`config.mk`:
```
export PLATFORM = sky130hd
export DESIGN_NAME = pipelined_addsub
export DESIGN_NICKNAME = d
export VERILOG_FILES = /design/src/rtl/addsub_pkg.sv /design/src/rtl/addsub_slice.sv /design/src/rtl/pipelined_addsub.sv
export SDC_FILE = /design/constraint.sdc
export NUM_CORES = 1
export LEC_CHECK = 0
export CORE_MARGIN = 5
export CORE_UTILIZATION = 50
export CTS_BUF_LIST = sky130_fd_sc_hd__clkbuf_8
export DETAILED_ROUTE_END_ITERATION = 8
export GPL_ROUTABILITY_DRIVEN = 0
export PLACE_DENSITY = 0.78
export SLEW_MARGIN = 20
export SYNTH_ARGS = -nofsm -noshare
export SYNTH_HDL_FRONTEND = slang
export SYNTH_SLANG_ARGS = --single-unit
```
`constraint.sdc`:
```
create_clock -name clk -period 4.7 [get_ports clk]
set_clock_uncertainty 0.15 [all_clocks]
set_input_delay 0.94 -clock clk [delete_from_list [all_inputs] [get_ports clk]]
set_output_delay 0.94 -clock clk [all_outputs]
set_load 0.03 [all_outputs]
```
`src/rtl/addsub_pkg.sv`:
```
// Shared constants and helpers for the pipelined add/sub datapath.
// Saturation (PIPELINED_ADDSUB_SATURATE_EN) uses the clamp-pattern helpers below.
package addsub_pkg;

  localparam logic ADD = 1'b0;
  localparam logic SUB = 1'b1;

  // Upper bound on WIDTH for the clamp-pattern helpers; results are truncated by the caller.
  localparam int unsigned ClampMaxWidth = 256;

  function automatic int unsigned slice_width(input int unsigned width,
                                              input int unsigned stages);
    return (width + stages - 1) / stages;
  endfunction

  function automatic logic [ClampMaxWidth-1:0] max_pos_pattern(input int unsigned width);
    return (ClampMaxWidth'(1) << (width - 1)) - ClampMaxWidth'(1);
  endfunction

  function automatic logic [ClampMaxWidth-1:0] max_neg_pattern(input int unsigned width);
    return ClampMaxWidth'(1) << (width - 1);
  endfunction

endpackage

```
`src/rtl/addsub_slice.sv`:
```
// Combinational ripple-carry slice; b_i arrives already conditioned for subtraction.
module addsub_slice #(
  parameter int unsigned Width = 8
) (
  input  logic [Width-1:0] a_i,
  input  logic [Width-1:0] b_i,
  input  logic             cin_i,
  output logic [Width-1:0] s_o,
  output logic             c_msb_o,
  output logic             cout_o
);

  always_comb begin
    logic carry;
    carry   = cin_i;
    c_msb_o = 1'b0;
    s_o     = '0;
    for (int unsigned i = 0; i < Width; i++) begin
      if (i == Width - 1) c_msb_o = carry;
      s_o[i] = a_i[i] ^ b_i[i] ^ carry;
      carry  = (a_i[i] & b_i[i]) | (carry & (a_i[i] ^ b_i[i]));
    end
    cout_o = carry;
  end

endmodule

```
`src/rtl/pipelined_addsub.sv`:
```
// Pipelined two's-complement adder/subtractor, carry chain split into STAGES registered slices.
// Define PIPELINED_ADDSUB_SATURATE_EN to clamp s on signed overflow.
module pipelined_addsub
  import addsub_pkg::*;
#(
  parameter int unsigned WIDTH  = 24,
  parameter int unsigned STAGES = 3
) (
  input  logic             clk,
  input  logic             rst,
  input  logic             in_valid,
  output logic             in_ready,
  input  logic [WIDTH-1:0] a,
  input  logic [WIDTH-1:0] b,
  input  logic             sub,
  output logic             out_valid,
  input  logic             out_ready,
  output logic [WIDTH-1:0] s,
  output logic             cout,
  output logic             ovf
);

  localparam int unsigned CW   = slice_width(WIDTH, STAGES);
  localparam int unsigned Last = STAGES - 1;

`ifdef PIPELINED_ADDSUB_SATURATE_EN
  localparam logic [WIDTH-1:0] MaxPos = WIDTH'(max_pos_pattern(WIDTH));
  localparam logic [WIDTH-1:0] MaxNeg = WIDTH'(max_neg_pattern(WIDTH));
`endif

  // Index k holds the state leaving stage k.
  logic [WIDTH-1:0] a_d   [STAGES];
  logic [WIDTH-1:0] b_d   [STAGES];
  logic [WIDTH-1:0] s_d   [STAGES];
  logic             c_d   [STAGES];
  logic             cm_d  [STAGES];
  logic             sub_d [STAGES];
  logic             v_d   [STAGES];

  logic [WIDTH-1:0] a_q   [STAGES];
  logic [WIDTH-1:0] b_q   [STAGES];
  logic [WIDTH-1:0] s_q   [STAGES];
  logic             c_q   [STAGES];
  logic             cm_q  [STAGES];
  logic             sub_q [STAGES];
  logic             v_q   [STAGES];

  logic [WIDTH-1:0] s_out_d;
  logic             cout_d, ovf_d;
  logic             cout_q, ovf_q;
  logic             adv;

  for (genvar k = 0; k < STAGES; k++) begin : g_stage
    logic [WIDTH-1:0] stg_a, stg_b, stg_s, stg_s_o;
    logic             stg_c, stg_cm, stg_sub, stg_v;
    logic             stg_c_o, stg_cm_o;

    if (k == 0) begin : g_first
      assign stg_a   = a;
      assign stg_b   = (sub == ADD) ? b : ~b;
      assign stg_s   = '0;
      assign stg_c   = (sub == SUB);
      assign stg_cm  = 1'b0;
      assign stg_sub = sub;
      assign stg_v   = in_valid;
    end else begin : g_next
      assign stg_a   = a_q[k-1];
      assign stg_b   = b_q[k-1];
      assign stg_s   = s_q[k-1];
      assign stg_c   = c_q[k-1];
      assign stg_cm  = cm_q[k-1];
      assign stg_sub = sub_q[k-1];
      assign stg_v   = v_q[k-1];
    end

    // Stages past the top bit (when CW*STAGES overshoots WIDTH) only pass state through.
    if (k * CW < WIDTH) begin : g_slice
      localparam int unsigned Lo = k * CW;
      localparam int unsigned Hi = ((k + 1) * CW < WIDTH) ? (k + 1) * CW - 1 : WIDTH - 1;

      logic [Hi-Lo:0] sl_s;
      logic           sl_cmsb, sl_cout;

      addsub_slice #(
        .Width(Hi - Lo + 1)
      ) u_slice (
        .a_i    (stg_a[Hi:Lo]),
        .b_i    (stg_b[Hi:Lo]),
        .cin_i  (stg_c),
        .s_o    (sl_s),
        .c_msb_o(sl_cmsb),
        .cout_o (sl_cout)
      );

      always_comb begin
        stg_s_o        = stg_s;
        stg_s_o[Hi:Lo] = sl_s;
      end

      assign stg_c_o  = sl_cout;
      assign stg_cm_o = (Hi == WIDTH - 1) ? sl_cmsb : stg_cm;
    end else begin : g_empty
      assign stg_s_o  = stg_s;
      assign stg_c_o  = stg_c;
      assign stg_cm_o = stg_cm;
    end

    assign a_d[k]   = stg_a;
    assign b_d[k]   = stg_b;
    assign s_d[k]   = stg_s_o;
    assign c_d[k]   = stg_c_o;
    assign cm_d[k]  = stg_cm_o;
    assign sub_d[k] = stg_sub;
    assign v_d[k]   = stg_v;
  end

  always_comb begin
    cout_d  = c_d[Last] ^ sub_d[Last];
    ovf_d   = cm_d[Last] ^ c_d[Last];
    s_out_d = s_d[Last];
`ifdef PIPELINED_ADDSUB_SATURATE_EN
    if (ovf_d) s_out_d = a_d[Last][WIDTH-1] ? MaxNeg : MaxPos;
`endif
  end

  // Whole-pipeline stall: every stage moves only when the output slot can drain.
  assign adv       = out_ready || !v_q[Last];
  assign in_ready  = adv;
  assign out_valid = v_q[Last];
  assign s         = s_q[Last];
  assign cout      = cout_q;
  assign ovf       = ovf_q;

  always_ff @(posedge clk) begin
    if (rst) begin
      for (int unsigned k = 0; k < STAGES; k++) begin
        a_q[k]   <= '0;
        b_q[k]   <= '0;
        s_q[k]   <= '0;
        c_q[k]   <= 1'b0;
        cm_q[k]  <= 1'b0;
        sub_q[k] <= 1'b0;
        v_q[k]   <= 1'b0;
      end
      cout_q <= 1'b0;
      ovf_q  <= 1'b0;
    end else if (adv) begin
      for (int unsigned k = 0; k < STAGES; k++) begin
        a_q[k]   <= a_d[k];
        b_q[k]   <= b_d[k];
        s_q[k]   <= (k == Last) ? s_out_d : s_d[k];
        c_q[k]   <= c_d[k];
        cm_q[k]  <= cm_d[k];
        sub_q[k] <= sub_d[k];
        v_q[k]   <= v_d[k];
      end
      cout_q <= cout_d;
      ovf_q  <= ovf_d;
    end
  end

endmodule
```
# Word-level counts from Yosys, hierarchy flattened
# Memory sizes are Yosys's and may differ from the RTL's.
# Cells that the tools add are included.
dict set report word_totals {
  n_memories 6
  in_bits 53
  mem_bits_rw 225
  mem_bits_ro 0
  latchBits 0
  word_cells 175
  register_bits 2
}
# memory words width read_ports rd_clocked_by_memory_dff write_ports line
set memory_table {}
lappend memory_table {a_q 3 24 2 0 3 pipelined_addsub.sv:40} ;# logic [WIDTH-1:0] a_q [STAGES];
lappend memory_table {b_q 3 24 2 0 3 pipelined_addsub.sv:41} ;# logic [WIDTH-1:0] b_q [STAGES];
lappend memory_table {s_q 3 24 3 0 3 pipelined_addsub.sv:42} ;# logic [WIDTH-1:0] s_q [STAGES];
lappend memory_table {c_q 3 1 2 0 3 pipelined_addsub.sv:43} ;# logic c_q [STAGES];
lappend memory_table {sub_q 3 1 2 0 3 pipelined_addsub.sv:45} ;# logic sub_q [STAGES];
lappend memory_table {v_q 3 1 3 0 3 pipelined_addsub.sv:46} ;# logic v_q [STAGES];
dict set report classes {
  n_div 0
  n_eq_ne 0
  mux 24
  n_reduce_logical 2
  order_cmp 0
  n_bitwise 141
  n_addsub 0
  shifts 0
  multipliers 0
}
# op n
set op_table {}
lappend op_table {{$mux W24} 10}
lappend op_table {{$xor A1 B1 Y1} 50}
lappend op_table {{$and A1 B1 Y1} 48}
lappend op_table {{$or A1 B1 Y1} 42}
lappend op_table {{$not A24 Y24} 1}
lappend op_table {{$mux W1} 14}
lappend op_table {{$logic_not A1 Y1} 1}
lappend op_table {{$logic_or A1 B1 Y1} 1}

# Longest topological paths before layout
dict set report depth {
  depth_word 20
  mapped_depth 13
  ltp_nobuf 12
}

# Hierarchy
# From an unflattened synthesis, not the netlist that was laid out.
dict set report unflattened {
  cells_unflattened 322
  area_unflattened_um2 5168.7
}
# mod seq_area_each_um2 instances area_each_um2 cells_per_inst
set by_module_without_submodules {}
lappend by_module_without_submodules {pipelined_addsub 3133.0 1 4575.6 268}
lappend by_module_without_submodules {addsub_slice 0.0 3 197.7 18}

# Worst setup path before layout
# No wires, ideal clock.
dict set report synth_timing {
  path_kind {input to register}
  from {input port sub}
  to {memory s_q[0][7] (data pin)}
  n_path_buf 2
  arrival_ns 4.189
  required_ns 4.281
  cell_stages 13
  slack_ns 0.091
  cell_sequence {buf_4 -> buf_2 -> xor2_1 -> fa_1 -> inv_1 -> fa_1 -> fa_1 -> fa_1 -> fa_1 -> fa_1 -> inv_1 -> fa_1 -> nor3b_1}
}
# item line
set synth_rtl {}
lappend synth_rtl {{start: declaration} pipelined_addsub.sv:15} ;# input logic sub,
lappend synth_rtl {{end: declaration} pipelined_addsub.sv:42}

==> impl_metrics.tcl <==
set metrics [dict create \
    final_antenna_net_count 0 \
    insertedDiodeCount 0 \
    yosysSeqAreaShare 0.616 \
    max_stage_delay_ns 0.58 \
    hold-path-cell-count 1 \
    grt_pass1_vias 2697 \
    coreArea_um2 9860 \
    worstSetupPathType "in -> reg" \
    status "finished clean" \
    area_delta_synth_final_pct 21.5 \
    dieArea_um2 12300 \
    ys_types 19 \
    rsz0062_at_grt "no" \
    hpwlAfterDp_um 5310 \
    clock-sinks 105 \
    num_vias 2558 \
    fin_nets 459 \
    clock_latency_ns 0.37 \
    rows 36 \
    critPathCaptureType "flip-flop" \
    portBuffers 80 \
    ir_drop_v 0.000138 \
    post_drt_via_cell_ratio 4.91 \
    setup_tns_ns 0 \
    hp-class "reg -> reg" \
    startpoint_type "input pin" \
    syn-num-nets 386 \
    syn_inst 310 \
    first_iter_violations 169 \
    rrSetupSlack_ns 0.20 \
    worstRegToRegCells 12 \
    r2r-start "b_q[0][40]" \
    ys_seq_elements 105 \
    dr.pass1.iters 5 \
    cpMostUsedCell "fa_1" \
    drive_gt1_frac 0.219 \
    hold_end "v_q[0][1]" \
    drv_cap 0 \
    slowest_stage "clkdlybuf4s50_1" \
    final_common_cell "edfxtp_1" \
    grt_max_degree 64 \
    htree_levels 3 \
    wl_per_cell_um 15.2 \
    crit_buf_inv 3 \
    globalRoute.totalOverflow 0 \
    grt_first_pass_wirelength_um 13500 \
    start_util 0.516 \
    p_sw_frac 0.246 \
    cts_tree "built" \
    setup_slack_ns 0.177 \
    holdWs_ns 0.424 \
    tightestPinTransition_ns 0.814 \
    cts_max_path_buffers 2 \
    fin_crit_ns 4.52 \
    cp.arrival_ns 4.46 \
    pre_cts_ws_ns -0.255 \
    r2r-end "ovf" \
    final_util 0.626 \
    path_clk_slew_ns 0.10 \
    drc 0 \
    seq_power_share 0.560 \
    cp_top_family "adder cells" \
    ios 81 \
    syn_avg_cell_area_um2 16.4 \
    p_int_mw 1.55 \
    drv_slew 0 \
    worst_slew_margin_rel 0.457 \
    die_w_um 111 \
    power_switching_mw 0.506 \
    path_cells "clkdlybuf4s50_1 -> xor2_2 -> fa_1 -> inv_1 -> fa_1 -> fa_1 -> fa_1 -> fa_1 -> fa_1 -> inv_1 -> fa_1 -> nor3b_1" \
    instances_no_fill 521 \
    grt_usage 0.136 \
    worstHoldStart "v_q[0][0]" \
    yosysTopAreaCell "edfxtp_1" \
    power_density_nw_per_um2 333 \
    hold_viol_final 0 \
    placedCellCount 505 \
    min_period_over_period 0.962 \
    crit_required_ns 4.64 \
    yosys.area.top_type_share 0.608 \
    die_y_um 111 \
    combPwrFrac 0.161 \
    antenna_found_initial 0 \
    finalSetupViolations 0 \
    fmax_ghz 0.221 \
    pwr-share-clk 0.279 \
    crit_path_max_fanout 3 \
    post_cts_buffers 0 \
    ys_top_cells_by_area "edfxtp_1 (61%), fa_1 (9.1%), nor3b_2 (7.4%), nor3b_1 (7.2%), xnor2_1 (4.1%)" \
    layout_common_cells "edfxtp_1 (103), clkdlybuf4s50_1 (79), nor3b_1 (49), nor3b_2 (30), xnor2_1 (24)" \
    numCtsBuffers 9 \
    p_leak_nw 2.27 \
    clockRootBuffer "clkbuf_8" \
    finalWirelength_um 7890 \
    syn_area_um2 5090 \
    synth-warning-count 0 \
]
==> power groups by stage <==
stage	sequential (mW)	combinational (mW)	clock [mW]
2_1_floorplan	1.21	0.167	0
3_3_place_gp	1.17	0.327	0
3_5_place_dp	1.18	0.334	0
4_1_cts	1.15	0.337	0.585
5_1_grt	1.16	0.366	0.625
6_report	1.15	0.332	0.574
==> kinds of logic after synthesis <==
family / Yosys count / share of synthesized area
XOR/XNOR: 26 / 0.0448
adder cells (fa/ha/maj): 23 / 0.0905
AO/OA/AOI/OAI: 2 / 0.00492
flip-flops: 105 / 0.616
buffers and inverters: 46 / 0.0480
AND/OR/NAND/NOR: 107 / 0.194
multiplexers: 1 / 0.00221
==> Yosys cell counts <==
library cell    n
buf_6           6
nor2b_1         1
nand2b_1        1
nor3_2         20
clkbuf_1        6
buf_4           3
fa_1           23
nor3b_1        49
xnor2_1        24
a211oi_2        2
xor2_1          2
inv_1          18
buf_2          12
nor3_1          6
mux2_2          1
nor3b_2        30
dfxtp_1         2
edfxtp_1      103
inv_2           1
==> routing by layer <==
| layer | part of all wire | routed length (um) | vias up | track usage |
|---|---|---|---|---|
| met5 | 0 | 0 | - | 0 |
| met4 | 0.017 | 138 | 0 | 0.0501 |
| met3 | 0.043 | 340 | 8 | 0.0338 |
| met2 | 0.47 | 3690 | 69 | 0.197 |
| met1 | 0.47 | 3730 | 1231 | 0.201 |
| li1 | - | - | 1250 | - |
==> worst reg2reg max path, cell delays in order, from the launching register on <==
cell      delay [ns]
edfxtp_1        0.41
fa_1            0.46
fa_1            0.48
fa_1            0.46
fa_1            0.46
fa_1            0.44
inv_1           0.09
fa_1            0.17
inv_1           0.06
fa_2            0.42
fa_2            0.43
xnor2_1         0.24
a211oi_2        0.10
==> cell type report <==
| cell class | count | area [um^2] |
|---|---|---|
| inverter | 19 | 71.3 |
| multi-input combinational | 159 | 1740 |
| sequential | 105 | 3130 |
| tap | 133 | 166 |
| fill | 702 | 3680 |
| clock buffer | 9 | 124 |
| clock inverter | 7 | 81.3 |
| timing repair buffer | 89 | 866 |
==> sequential cells by signal (all words and copies together) (netlist names) <==
name,count
s_q,48
a_q,24
b_q,24
v_q,3
c_q,2
sub_q,2
cout,1
ovf,1
==> worst max-delay path by stage <==
| stage | startpoint | endpoint | cells past startpoint |
|---|---|---|---|
| 4_1_cts | b_q[0][40] | ovf | 12 |
| 3_5_place_dp | sub | s_q[0][7] | 12 |
| 3_3_place_gp | sub | s_q[0][7] | 12 |
| 2_1_floorplan | sub | s_q[0][7] | 13 |
| 6_report | sub | s_q[0][7] | 12 |
| 5_1_grt | sub | s_q[0][7] | 12 |
==> metrics by stage <==
step	instance area, um^2	power (mW)
after CTS	6170	2.08
after global routing	6180	2.15
after floorplan	5090	1.38
after global placement	5960	1.50
after detailed placement	5960	1.51
final	6180	2.06
==> timing repair <==
action / 4_1_cts / 5_1_grt
setup endpoints to repair: 0 / 4
resized for setup: 0 / 3
endpoints found under the hold margin: 0 / 0
hold buffers: 0 / 0
Note: power is estimated with default switching activity, not from simulation.
